File: src/rtl/instr_ctrl.sv
// Instruction-sequencing controller for the 8-bit RISC CPU: fetch, decode and strobe sequencing.
// Optional feature: define INSTR_CTRL_CONDJMP_EN for zero-flag conditional JMP (ir[0]=1).
module instr_ctrl (
  input  logic       clk,
  input  logic       rst,
  input  logic [7:0] rom_data,
  input  logic [3:0] flags,
  output logic [7:0] rom_addr,
  output logic       rom_rd,
  output logic [7:0] ram_addr,
  output logic       ram_rd,
  output logic       ram_wr,
  output logic [3:0] op,
  output logic [1:0] src_sel,
  output logic [3:0] reg_addr,
  output logic       reg_wr,
  output logic       acc_wr,
  output logic [7:0] pc,
  output logic       halted
);

  localparam logic [2:0] S_FETCH  = 3'd0;
  localparam logic [2:0] S_DECODE = 3'd1;
  localparam logic [2:0] S_OPF    = 3'd2;
  localparam logic [2:0] S_OPL    = 3'd3;
  localparam logic [2:0] S_EXEC   = 3'd4;
  localparam logic [2:0] S_WB     = 3'd5;
  localparam logic [2:0] S_HALT   = 3'd6;

  localparam logic [3:0] OP_NOP = 4'd0;
  localparam logic [3:0] OP_LDO = 4'd1;
  localparam logic [3:0] OP_LDA = 4'd2;
  localparam logic [3:0] OP_LDR = 4'd3;
  localparam logic [3:0] OP_PRE = 4'd4;
  localparam logic [3:0] OP_STO = 4'd5;
  localparam logic [3:0] OP_ADD = 4'd6;
  localparam logic [3:0] OP_XOR = 4'd13;
  localparam logic [3:0] OP_JMP = 4'd14;
  localparam logic [3:0] OP_HLT = 4'd15;

  logic [2:0] state_q, state_d;
  logic [7:0] pc_q, pc_d;
  logic [7:0] ir_q, ir_d;
  logic [7:0] opnd_q, opnd_d;
  logic [3:0] opc;
  logic       jmpTaken;
  logic       aluOp;

  function automatic logic isLong(input logic [3:0] code);
    return (code == OP_LDO) || (code == OP_LDA) || (code == OP_STO) || (code == OP_JMP);
  endfunction

  assign opc   = ir_q[7:4];
  assign aluOp = (opc >= OP_ADD) && (opc <= OP_XOR);

`ifdef INSTR_CTRL_CONDJMP_EN
  logic zf_q;
  logic unused_flags;
  assign unused_flags = ^{flags[3], flags[1:0]};

  always_ff @(posedge clk or posedge rst) begin
    if (rst)
      zf_q <= 1'b0;
    else if (state_q == S_WB && aluOp)
      zf_q <= flags[2];
  end

  assign jmpTaken = !ir_q[0] || zf_q;
`else
  logic unused_flags;
  assign unused_flags = ^flags;
  assign jmpTaken = 1'b1;
`endif

  always_comb begin
    state_d = state_q;
    pc_d    = pc_q;
    ir_d    = ir_q;
    opnd_d  = opnd_q;
    case (state_q)
      S_FETCH: state_d = S_DECODE;
      S_DECODE: begin
        ir_d = rom_data;
        pc_d = pc_q + 8'd1;
        if (isLong(rom_data[7:4]))
          state_d = S_OPF;
        else if (rom_data[7:4] == OP_HLT)
          state_d = S_HALT;
        else
          state_d = S_EXEC;
      end
      S_OPF: state_d = S_OPL;
      S_OPL: begin
        opnd_d  = rom_data;
        pc_d    = pc_q + 8'd1;
        state_d = S_EXEC;
      end
      S_EXEC: state_d = S_WB;
      S_WB: begin
        state_d = S_FETCH;
        if (opc == OP_JMP && jmpTaken)
          pc_d = opnd_q;
      end
      S_HALT:  state_d = S_HALT;
      default: state_d = S_FETCH;
    endcase
  end

  always_ff @(posedge clk or posedge rst) begin
    if (rst) begin
      state_q <= S_FETCH;
      pc_q    <= 8'h00;
      ir_q    <= 8'h00;
      opnd_q  <= 8'h00;
    end else begin
      state_q <= state_d;
      pc_q    <= pc_d;
      ir_q    <= ir_d;
      opnd_q  <= opnd_d;
    end
  end

  // Strobes are decoded from state and masked by rst so an aborted instruction drops them at once.
  always_comb begin
    rom_addr = pc_q;
    rom_rd   = 1'b0;
    ram_rd   = 1'b0;
    ram_wr   = 1'b0;
    reg_wr   = 1'b0;
    acc_wr   = 1'b0;
    op       = OP_NOP;
    src_sel  = 2'd0;
    halted   = 1'b0;
    if (state_q == S_EXEC || state_q == S_WB) begin
      op = opc;
      if (opc == OP_LDO)
        src_sel = 2'd1;
      else if (opc == OP_LDA)
        src_sel = 2'd2;
    end
    case (state_q)
      S_FETCH, S_OPF: rom_rd = 1'b1;
      S_EXEC: begin
        if (opc == OP_LDO) begin
          rom_addr = opnd_q;
          rom_rd   = 1'b1;
        end
        if (opc == OP_LDA)
          ram_rd = 1'b1;
      end
      S_WB: begin
        if (opc == OP_LDO || opc == OP_LDA || opc == OP_LDR)
          reg_wr = 1'b1;
        if (opc == OP_PRE || aluOp)
          acc_wr = 1'b1;
        if (opc == OP_STO)
          ram_wr = 1'b1;
      end
      S_HALT:  halted = 1'b1;
      default: ;
    endcase
    if (rst) begin
      rom_rd = 1'b0;
      ram_rd = 1'b0;
      ram_wr = 1'b0;
      reg_wr = 1'b0;
      acc_wr = 1'b0;
    end
  end

  assign ram_addr = isLong(opc) ? opnd_q : 8'h00;
  assign reg_addr = ir_q[3:0];
  assign pc       = pc_q;

endmodule
File: config.mk
export PLATFORM = sky130hd
export DESIGN_NAME = instr_ctrl
export DESIGN_NICKNAME = d
export VERILOG_FILES = /design/src/rtl/instr_ctrl.sv
export SDC_FILE = /design/constraint.sdc
export NUM_CORES = 1
export LEC_CHECK = 0
export BUFFER_PORTS_ARGS = -buffer_cell sky130_fd_sc_hd__buf_4
export CAP_MARGIN = 10
export CORE_ASPECT_RATIO = 1.4
export CORE_MARGIN = 8
export CORE_UTILIZATION = 54
export DETAILED_ROUTE_END_ITERATION = 6
export PLACE_DENSITY = 0.84
export SYNTH_ARGS = -nofsm -noshare
export SYNTH_HDL_FRONTEND = slang
export SYNTH_SLANG_ARGS = --single-unit
export TNS_END_PERCENT = 1
File: constraint.sdc
create_clock -name clk -period 4.2 [get_ports clk]
set_input_delay 0.63 -clock clk [delete_from_list [all_inputs] [get_ports clk]]
set_output_delay 0.63 -clock clk [all_outputs]
set_load 0.005 [all_outputs]
==> metrics.md, run 1 <==
| Metric | Value |
|---|---|
| Status | finished clean |
| Arrival time worst endpoint | 1.96 ns |
| Netlist Area Pre-Place | between 1500 and 2000 um2 |
| Wire length per cell | ~17 um |
| WHS | around 0.51 ns |
| Ys Warns | 0 |
| Min-delay worst type | reg2reg |
| Post-synthesis cell count | approximately 160 |
| Clock Sinks | 27 |
| Post-DRT Antenna Nets | 0 |
| Die Height | 81.6 um |
| Pin count of the biggest net entering global routing | 28 |
| Clock transition at path regs | 0.09 ns |
| Final Cycle Share | 61.8% |
| Crit path kind | reg2out |
| Number of vias in the routed layout | 1357 |
| Ys flop type | dfrtp_1 |
| Synth Area per Inst | around 11 um2 |
| Slew of the pin with the lowest slew margin | 1.06 ns |
| Pre-antenna DRT Iters | 4 |
| Clock Latency Late Sink | 0.27 ns |
| CTS tree | built |
| Initial core utilization | 54.7% |
| Vias per cell | approximately 5.7 |
| Overall Power | 0.435 mW |
| Total Neg Setup Slack | 0 ns |
| First-pass GRT wire length | ~6.7 mm |
| Power per Cell Area | 212 nW/um2 |
| Max clock buf depth | 2 |
| Resized cells post-CTS | 0 |
| GRT overflow | 0 |
| Leak pwr | 1.01 nW |
| Slew Viols, Final | 0 |
| NumNets Final | around 220 |
| Vias in the first global route | 1395 |
| H-tree Lvls | 1 |
| FP Rows | 24 |
| Post-CTS Setup Repair Bufs | 0 |
| Count of final setup violators | 0 |
| IO buf count | 49 |
| CTS Buf Count | 3 |
| Iter 0 DRT Violations | 35 |
| Placer Congestion | 0.783 |
| Type of origin of the critical path | register |
| Hold Buf Count CTS | 0 |
| GRT Total Usage | between 15 and 20% |
| Yosys cell types | 43 |
| Post-route minimum period | between 2 and 3 ns |
| Fmax | between 300 and 400 MHz |
| Clk_skew | 0.00463 ns |
| Post-route DRC | 0 |
| Share of layout cells above drive strength 1 | 43.3% |
| Yosys reg bits | 27 |
| Post-detail-place hpwl | 3.18 mm |
| Core area | 3030 um2 |
| Initial antenna violation count | 0 |
| CTS Root Cell | clkbuf_8 |
| Net count after synthesis | 172 |
| Worst path required time | 3.57 ns |
| Ports | 54 |
| Fillers | 242 |
| DIE WIDTH | approximately 63 um |
| Seq/Total Area, Yosys | 40.7% |
| Final Hold Fails | 0 |
| Max-Cap Viols | 0 |
| Aggregate routed wire length | 4.09 mm |
| # diodes | 0 |
| Critical path fanouts, max | 9 |
| Peak supply drop | 0.183 mV |
| CP endpoint kind | output port |
| RSZ-0062 raised after global routing | false |
| Number of enable flip-flop cells after synthesis | 0 |
| Full die area | 5130 um2 |
| Asr flop ratio synth | 100% |
| Area grow syn2layout | 23.7% |
| Relative slew slack | between 20% and 30% |
synthesized netlist by cell type, types with 2 or more instances:
library cell,count,area (um2)
dfrtp_1,27,676
mux2_2,24,270
a21oi_1,11,55.1
nor2b_1,9,56.3
nand2_1,8,30.0
o21ai_0,8,40.0
nand3_1,6,30.0
nor2_1,6,22.5
buf_4,5,37.5
and2_1,4,25.0
inv_1,4,15.0
nand2b_1,4,25.0
and3_1,3,18.8
nor3b_1,3,22.5
a2bb2oi_1,2,17.5
a31oi_1,2,12.5
buf_2,2,10.0
buf_6,2,22.5
nor4_1,2,12.5
o22ai_1,2,12.5
cell usage in the layout, fill, tap and decap left out, drive strengths merged, types with 3 or more instances in the layout:
cell type	Yosys	routed
mux2	24	24
inv	4	4
a21oi	11	11
and2	4	4
nor2	8	8
and3	3	3
nand2b	5	5
nand2	9	9
clkbuf	0	3
nor3b	3	3
a31oi	3	3
buf	9	49
nand3	6	6
o21ai	8	8
nor2b	10	10
dfrtp	27	27
routing by layer:
metal / GRT usage [%] / wire, um / part of all wire [%] / up-vias
met5: 0 / 0 / 0 / -
met4: 5.03 / 27 / 0.66 / 0
met3: 2.86 / 156 / 3.8 / 4
met2: 29.9 / 2260 / 55 / 38
met1: 17.3 / 1650 / 40 / 663
li1: - / - / - / 652
final timing paths:
check,slack (ns),cells past startpoint,end,from
setup reg to reg,2.43,3,ir_q[0]$_DFFE_PP0P_,state_q[0]$_DFF_PP0_
min in group asynchronous,0.65,2,pc[4]$_DFFE_PP0P_,rst
setup / recovery,1.61,5,rom_addr[0],state_q[2]$_DFF_PP0_
hold reg to reg,0.51,1,ir_q[3]$_DFFE_PP0P_,ir_q[3]$_DFFE_PP0P_
max in group asynchronous,2.91,2,opnd_q[4]$_DFFE_PP0P_,rst
hold / removal,0.51,1,ir_q[3]$_DFFE_PP0P_,ir_q[3]$_DFFE_PP0P_
power breakdown:
part	switching, mW	internal (mW)
Combinational	0.0115	0.0109
Sequential	0.00490	0.264
Clock	0.0777	0.0664
Total	0.0941	0.341
through the flow:
| step | instance area (um2) | setup WS, ns | cells | util (%) |
|---|---|---|---|---|
| floorplan | 1660 | 2.24 | 157 | - |
| global placement | 2010 | 1.96 | 236 | 66.1 |
| detailed placement | 2010 | 1.92 | 236 | 66.1 |
| CTS | 2050 | 1.60 | 240 | 67.7 |
| global route | 2050 | 1.50 | 240 | 67.7 |
| finish | 2050 | 1.61 | 240 | 67.7 |
sequential cells by signal (all words and copies together) (netlist names):
signal and cells:
opnd_q 8, pc 8, ir_q 8, state_q 3
kinds of logic (layout without fill, tap and decap cells):
| group | after synthesis | in the layout | share of synthesized area [%] |
|---|---|---|---|
| compound gates | 32 | 32 | 12.5 |
| simple gates | 58 | 58 | 23.5 |
| flops | 27 | 27 | 40.7 |
| mux | 25 | 25 | 16.9 |
| fa+ha+maj | 1 | 1 | 0.754 |
| buf+inv | 13 | 57 | 5.13 |
| xor+xnor | 1 | 1 | 0.528 |
critical path, cell delays in order, from the launching register on:
cell and delay (ns):
dfrtp_1 0.54, nor2b_4 0.28, nand4b_4 0.17, nor2_8 0.20
mux2_2 0.37, buf_4 0.14
area by class of cell:
type                    instances  area [um2]  share of cell area (%)
multi-input cells             117         898                    43.8
clock inverters                 1        5.00                   0.244
well taps                      39        48.8                    2.38
clock buffers                   3        41.3                    2.01
inverters                       4        15.0                   0.732
repair buffers                 49         368                    17.9
flip-flops and latches         27         676                    32.9
Power figures use the tool's default switching activity.
==> run 2, diff against run 1 <==
--- a/config.mk
+++ b/config.mk
@@ -9,9 +9,9 @@
 export CAP_MARGIN = 10
 export CORE_ASPECT_RATIO = 1.4
 export CORE_MARGIN = 8
-export CORE_UTILIZATION = 54
+export CORE_UTILIZATION = 50
 export DETAILED_ROUTE_END_ITERATION = 6
-export PLACE_DENSITY = 0.84
+export PLACE_DENSITY = 0.79
 export SYNTH_ARGS = -nofsm -noshare
 export SYNTH_HDL_FRONTEND = slang
 export SYNTH_SLANG_ARGS = --single-unit
==> constraint.sdc (replaced) <==
create_clock -name clk -period 2.65 [get_ports clk]
set_input_delay 0.3975 -clock clk [delete_from_list [all_inputs] [get_ports clk]]
set_output_delay 0.3975 -clock clk [all_outputs]
set_load 0.005 [all_outputs]
==> run 2 against run 1 <==
Flip-flop and latch count is the same. Critical path depth is the same. Register-to-register slack lost 1.5 ns. Die area grew 6.2%. Utilization shrank 2.3 points.
==> metrics.md, run 2 (same netlist as run 1, synthesis figures left out) <==
| Metric | Value |
|---|---|
| Status | finished clean |
| FF-to-FF End | ir_q[0]$_DFFE_PP0P_ |
| Pre-CTS WS | about 0.6 ns |
| Fmax | ~430 MHz |
| Vias per cell | 5.75 |
| Power per Cell Area | 337 nW/um2 |
| DIE WIDTH | 64.7 um |
| Design Area, Final | 2060 um2 |
| Multi-input logic area | 898 um2 |
| R2r worst-path depth | 3 |
| Clock Latency Late Sink | about 0.27 ns |
| Die Height | approximately 84 um |
| H-tree Lvls | 1 |
| Placed Area | 2010 um2 |
| Post-DRT Antenna Nets | 0 |
| Wire length per cell | between 15 and 20 um |
| Iter 0 DRT Violations | 45 |
| RSZ-0062 raised after global routing | false |
| Leak pwr | ~1 nW |
| Arrival time worst endpoint | 1.94 ns |
| Post-route DRC | 0 |
| Core area | 3150 um2 |
| Ports | 54 |
| Worst reg2reg setup slack | just over 0.9 ns |
| Worst setup path endpoint | rom_addr[4] |
| First-pass GRT wire length | 6.87 mm |
| # diodes | 0 |
| RR Startpoint | state_q[0]$_DFF_PP0_ |
| GRT overflow | 0 |
| Hold Buf Count CTS | 0 |
| CP startpoint | state_q[2]$_DFF_PP0_ |
| Overall Power | 0.694 mW |
| Initial core utilization | 52.6% |
| Fillers | around 260 |
| WHS | ~0.22 ns |
| Worst path required time | 2.25 ns |
| Post-detail-place hpwl | 3.19 mm |
| Min-delay worst type | in2async |
| Type of origin of the critical path | register |
| Relative slew slack | 59.2% |
| Slew of the pin with the lowest slew margin | between 0.6 and 0.7 ns |
| Clock Sinks | 27 |
| Critical path fanouts, max | 9 |
| Pin count of the biggest net entering global routing | 28 |
| IO buf count | 49 |
| Crit path kind | reg2out |
| Share of layout cells above drive strength 1 | between 40% and 50% |
| Clk_skew | 0.00628 ns |
| Final Non-Filler Cells | 241 |
| Post-route minimum period | around 2.3 ns |
| FP Rows | 24 |
| Clock transition at path regs | 0.09 ns |
| GRT Total Usage | 15.2% |
| Final Cycle Share | 88.3% |
| Pre-antenna DRT Iters | 4 |
| Initial antenna violation count | 0 |
| Utilization after layout | 65.3% |
| Most common cell after layout, fill and taps aside | buf_4 |
| Final Worst Setup Slack | 0.311 ns |
| CTS tree | built |
| Register area | a little under 700 um2 |
| CTS Buf Count | 3 |
| Placed cells | 237 |
| Full die area | ~5400 um2 |
| Vias in the first global route | 1405 |
| Most frequent cells in the layout | buf_4 (50), dfrtp_1 (27), mux2_2 (24) |
| Aggregate routed wire length | roughly 4.2 mm |
| CTS Root Cell | clkbuf_8 |
| NumNets Final | around 220 |
| Total Neg Setup Slack | 0 ns |
| Resized cells post-CTS | 0 |
| Max-Cap Viols | 0 |
| Max clock buf depth | 2 |
| CP endpoint kind | output port |
| Final Hold Fails | 0 |
| Peak supply drop | between 0.3 and 0.4 mV |
| Count of final setup violators | 0 |
| Placer Congestion | 0.807 |
| Post-CTS Setup Repair Bufs | 0 |
| Number of vias in the routed layout | 1386 |
| Area grow syn2layout | 24.1% |
| Slew Viols, Final | 0 |
[run 2: per-layer routing]
metal | vias to the layer above | GRT usage [%] | wire length [um] | share of wire, %
met3 | 5 | 3.99 | 285 | 6.8
met1 | 684 | 16.1 | 1620 | 38
met5 | - | 0 | 0 | 0
met4 | 0 | 4.58 | 36 | 0.86
met2 | 46 | 28.0 | 2270 | 54
li1 | 651 | - | - | -
[run 2: worst min path at each step]
stage                                      to  slack, ns
after global routing        pc[1]$_DFFE_PP0P_       0.25
after detailed placement  ir_q[3]$_DFFE_PP0P_       0.50
after floorplan           ir_q[0]$_DFFE_PP0P_       0.45
after global placement    ir_q[2]$_DFFE_PP0P_       0.49
final                       pc[0]$_DFFE_PP0P_       0.22
after CTS                   pc[0]$_DFFE_PP0P_       0.22
[run 2: layout make-up]
| type | count | area share [%] |
|---|---|---|
| Inverter | 4 | 0.729 |
| Timing Repair Buffer | 50 | 18.2 |
| Multi-Input combinational cell | 117 | 43.6 |
| Clock buffer | 3 | 2.00 |
| Clock inverter | 1 | 0.243 |
| Sequential cell | 27 | 32.8 |
| Tap cell | 39 | 2.37 |
[run 2: power breakdown]
part	switching (mW)	internal (mW)	leakage, nW
clock network	0.127	0.105	0.0255
registers	0.00749	0.418	0.348
logic	0.0185	0.0182	0.645
total	0.153	0.541	1.02
[run 2: critical path, cell delays in order (launching register included)]
cell and delay, ns:
dfrtp_1 0.52, nor2b_4 0.28, nand4b_4 0.17, nor2_8 0.21, mux2_2 0.37, buf_4 0.14
==> run 3, diff against run 2 <==
--- a/config.mk
+++ b/config.mk
@@ -9,9 +9,9 @@
 export CAP_MARGIN = 10
 export CORE_ASPECT_RATIO = 1.4
 export CORE_MARGIN = 8
-export CORE_UTILIZATION = 50
+export CORE_UTILIZATION = 54
 export DETAILED_ROUTE_END_ITERATION = 6
-export PLACE_DENSITY = 0.79
+export PLACE_DENSITY = 0.84
 export SYNTH_ARGS = -nofsm -noshare
 export SYNTH_HDL_FRONTEND = slang
 export SYNTH_SLANG_ARGS = --single-unit
==> constraint.sdc (replaced) <==
create_clock -name clk -period 2.7 [get_ports clk]
set_input_delay 0.405 -clock clk [delete_from_list [all_inputs] [get_ports clk]]
set_output_delay 0.405 -clock clk [all_outputs]
set_load 0.005 [all_outputs]
==> run 3 against run 2 <==
Clock power is 2% lower. First-iteration DRC count is 13% lower. Utilization is 2.5 points higher. Worst setup slack better by 0.038 ns. Via count is 1.9% lower. Hold slack better by 0.0098 ns. Flip-flop and latch count stayed put. Total power is 2.0% lower. Largest cell class unchanged.
==> metrics.md, run 3 (same netlist as run 1, synthesis figures left out) <==
| Metric | Value |
|---|---|
| IO buf count | 49 |
| RSZ-0062 raised after global routing | false |
| Critical path fanouts, max | 9 |
| WHS | 0.229 ns |
| Number of vias in the routed layout | 1359 |
| Arrival time worst endpoint | 1.95 ns |
| Final Cycle Share | between 80% and 90% |
| H-tree Lvls | 1 |
| Fillers | 243 |
| Final Worst Setup Slack | 0.349 ns |
| Area grow syn2layout | 24.1% |
| GRT overflow | 0 |
| CTS tree | built |
| Status | finished clean |
| Pre-antenna DRT Iters | 4 |
| Die Height | 81.6 um |
| Post-route minimum period | 2.35 ns |
| Ports | 54 |
| Clock transition at path regs | 0.09 ns |
| First-pass GRT wire length | 6.73 mm |
| WL met2 | 2.20 mm |
| Relative slew slack | 59.4% |
| Vias per cell | around 5.6 |
| Iter 0 DRT Violations | 39 |
| CP endpoint kind | output port |
| Leak pwr | between 1 and 1.5 nW |
| Vias in the first global route | 1441 |
| Slew of the pin with the lowest slew margin | a little over 0.6 ns |
| Fmax | between 400 and 500 MHz |
| Pre-CTS WS | 0.653 ns |
| Power per Cell Area | 331 nW/um2 |
| Most frequent cells in the layout | buf_4 (50), dfrtp_1 (27), mux2_2 (24) |
| Peak supply drop | between 0.3 and 0.4 mV |
| Min-delay worst type | in2async |
| Clock Latency Late Sink | around 0.27 ns |
| Initial antenna violation count | 0 |
| Post-DRT Antenna Nets | 0 |
| Post-route DRC | 0 |
| Total Neg Setup Slack | 0 ns |
| Placer Congestion | 0.783 |
| Resized cells post-CTS | 0 |
| Count of final setup violators | 0 |
| Aggregate routed wire length | between 4 and 5 mm |
| Slew Viols, Final | 0 |
| Max layer used | met4 |
| CTS Root Cell | clkbuf_8 |
| Metal-1 WL | 1.63 mm |
| Clk_skew | 0.00405 ns |
| Crit path kind | reg2out |
| Core area | 3030 um2 |
| Post-detail-place hpwl | ~3.1 mm |
| Most common cell after layout, fill and taps aside | buf_4 |
| # diodes | 0 |
| Final Hold Fails | 0 |
| Worst reg2reg setup slack | 0.97 ns |
| Post-CTS Setup Repair Bufs | 0 |
| FP Rows | 24 |
| Full die area | roughly 5100 um2 |
| GRT Total Usage | 15.7% |
| Pin count of the biggest net entering global routing | 28 |
| Share of layout cells above drive strength 1 | 43.1% |
| Hold Buf Count CTS | 0 |
| Worst path required time | 2.30 ns |
| Max-Cap Viols | 0 |
| DIE WIDTH | roughly 63 um |
| Clock Sinks | 27 |
| CTS Buf Count | 3 |
| NumNets Final | 218 |
| Max clock buf depth | 2 |
| Wire length per cell | ~17 um |
| Type of origin of the critical path | register |
| Met3 wire length | 184 um |
| Initial core utilization | 54.7% |
-- run 3: cell types whose count changed in the layout (fill, tap and decap cells not counted), sizes merged --
cell and change:
clkbuf +1, clkinv -1
-- run 3: critical path, cell delays in order, from the launching register on --
cell and delay, ns:
dfrtp_1 0.53, nor2b_4 0.28, nand4b_4 0.17, nor2_8 0.20, mux2_2 0.37, buf_4 0.14
-- run 3: path summary, 6_finish.rpt --
check                                startpoint               endpoint  depth (start not counted)
max                        state_q[2]$_DFF_PP0_            rom_addr[0]                          5
min                                         rst      pc[5]$_DFFE_PP0P_                          3
max reg2reg                state_q[0]$_DFF_PP0_    ir_q[0]$_DFFE_PP0P_                          3
min reg2reg                 ir_q[3]$_DFFE_PP0P_    ir_q[3]$_DFFE_PP0P_                          1
max in group asynchronous                   rst  opnd_q[4]$_DFFE_PP0P_                          3
min in group clk                    rom_data[1]  opnd_q[1]$_DFFE_PP0P_                          2
-- run 3: where the power goes --
part	total, mW	internal (mW)	leakage, nW	switching [mW]
Clock	0.227	0.106	0.0228	0.121
Combinational	0.0359	0.0179	0.645	0.0180
Sequential	0.417	0.410	0.348	0.00734
Total	0.680	0.534	1.02	0.147
-- run 3: routing by layer --
layer / up-vias / track usage [%]
li1: 654 / -
met1: 668 / 17.3
met2: 33 / 30.5
met3: 4 / 3.14
met4: 0 / 3.89
met5: - / 0
-- run 3: final cells by class --
cell class	instances	area, um2	area share [%]
clock buffers	4	45.0	2.19
inverters	4	15.0	0.729
multi-input cells	117	898	43.6
flip-flops and latches	27	676	32.8
well taps	39	48.8	2.37
repair buffers	50	375	18.2
-- run 3: metrics by stage --
stage	utilization [%]	std cells	cell area [um2]	power, mW
2_1_floorplan	-	157	1660	0.438
3_3_place_gp	66.4	237	2010	0.459
3_5_place_dp	66.4	237	2010	0.461
4_1_cts	67.9	241	2060	0.683
5_1_grt	67.9	241	2060	0.703
6_report	67.9	241	2060	0.680
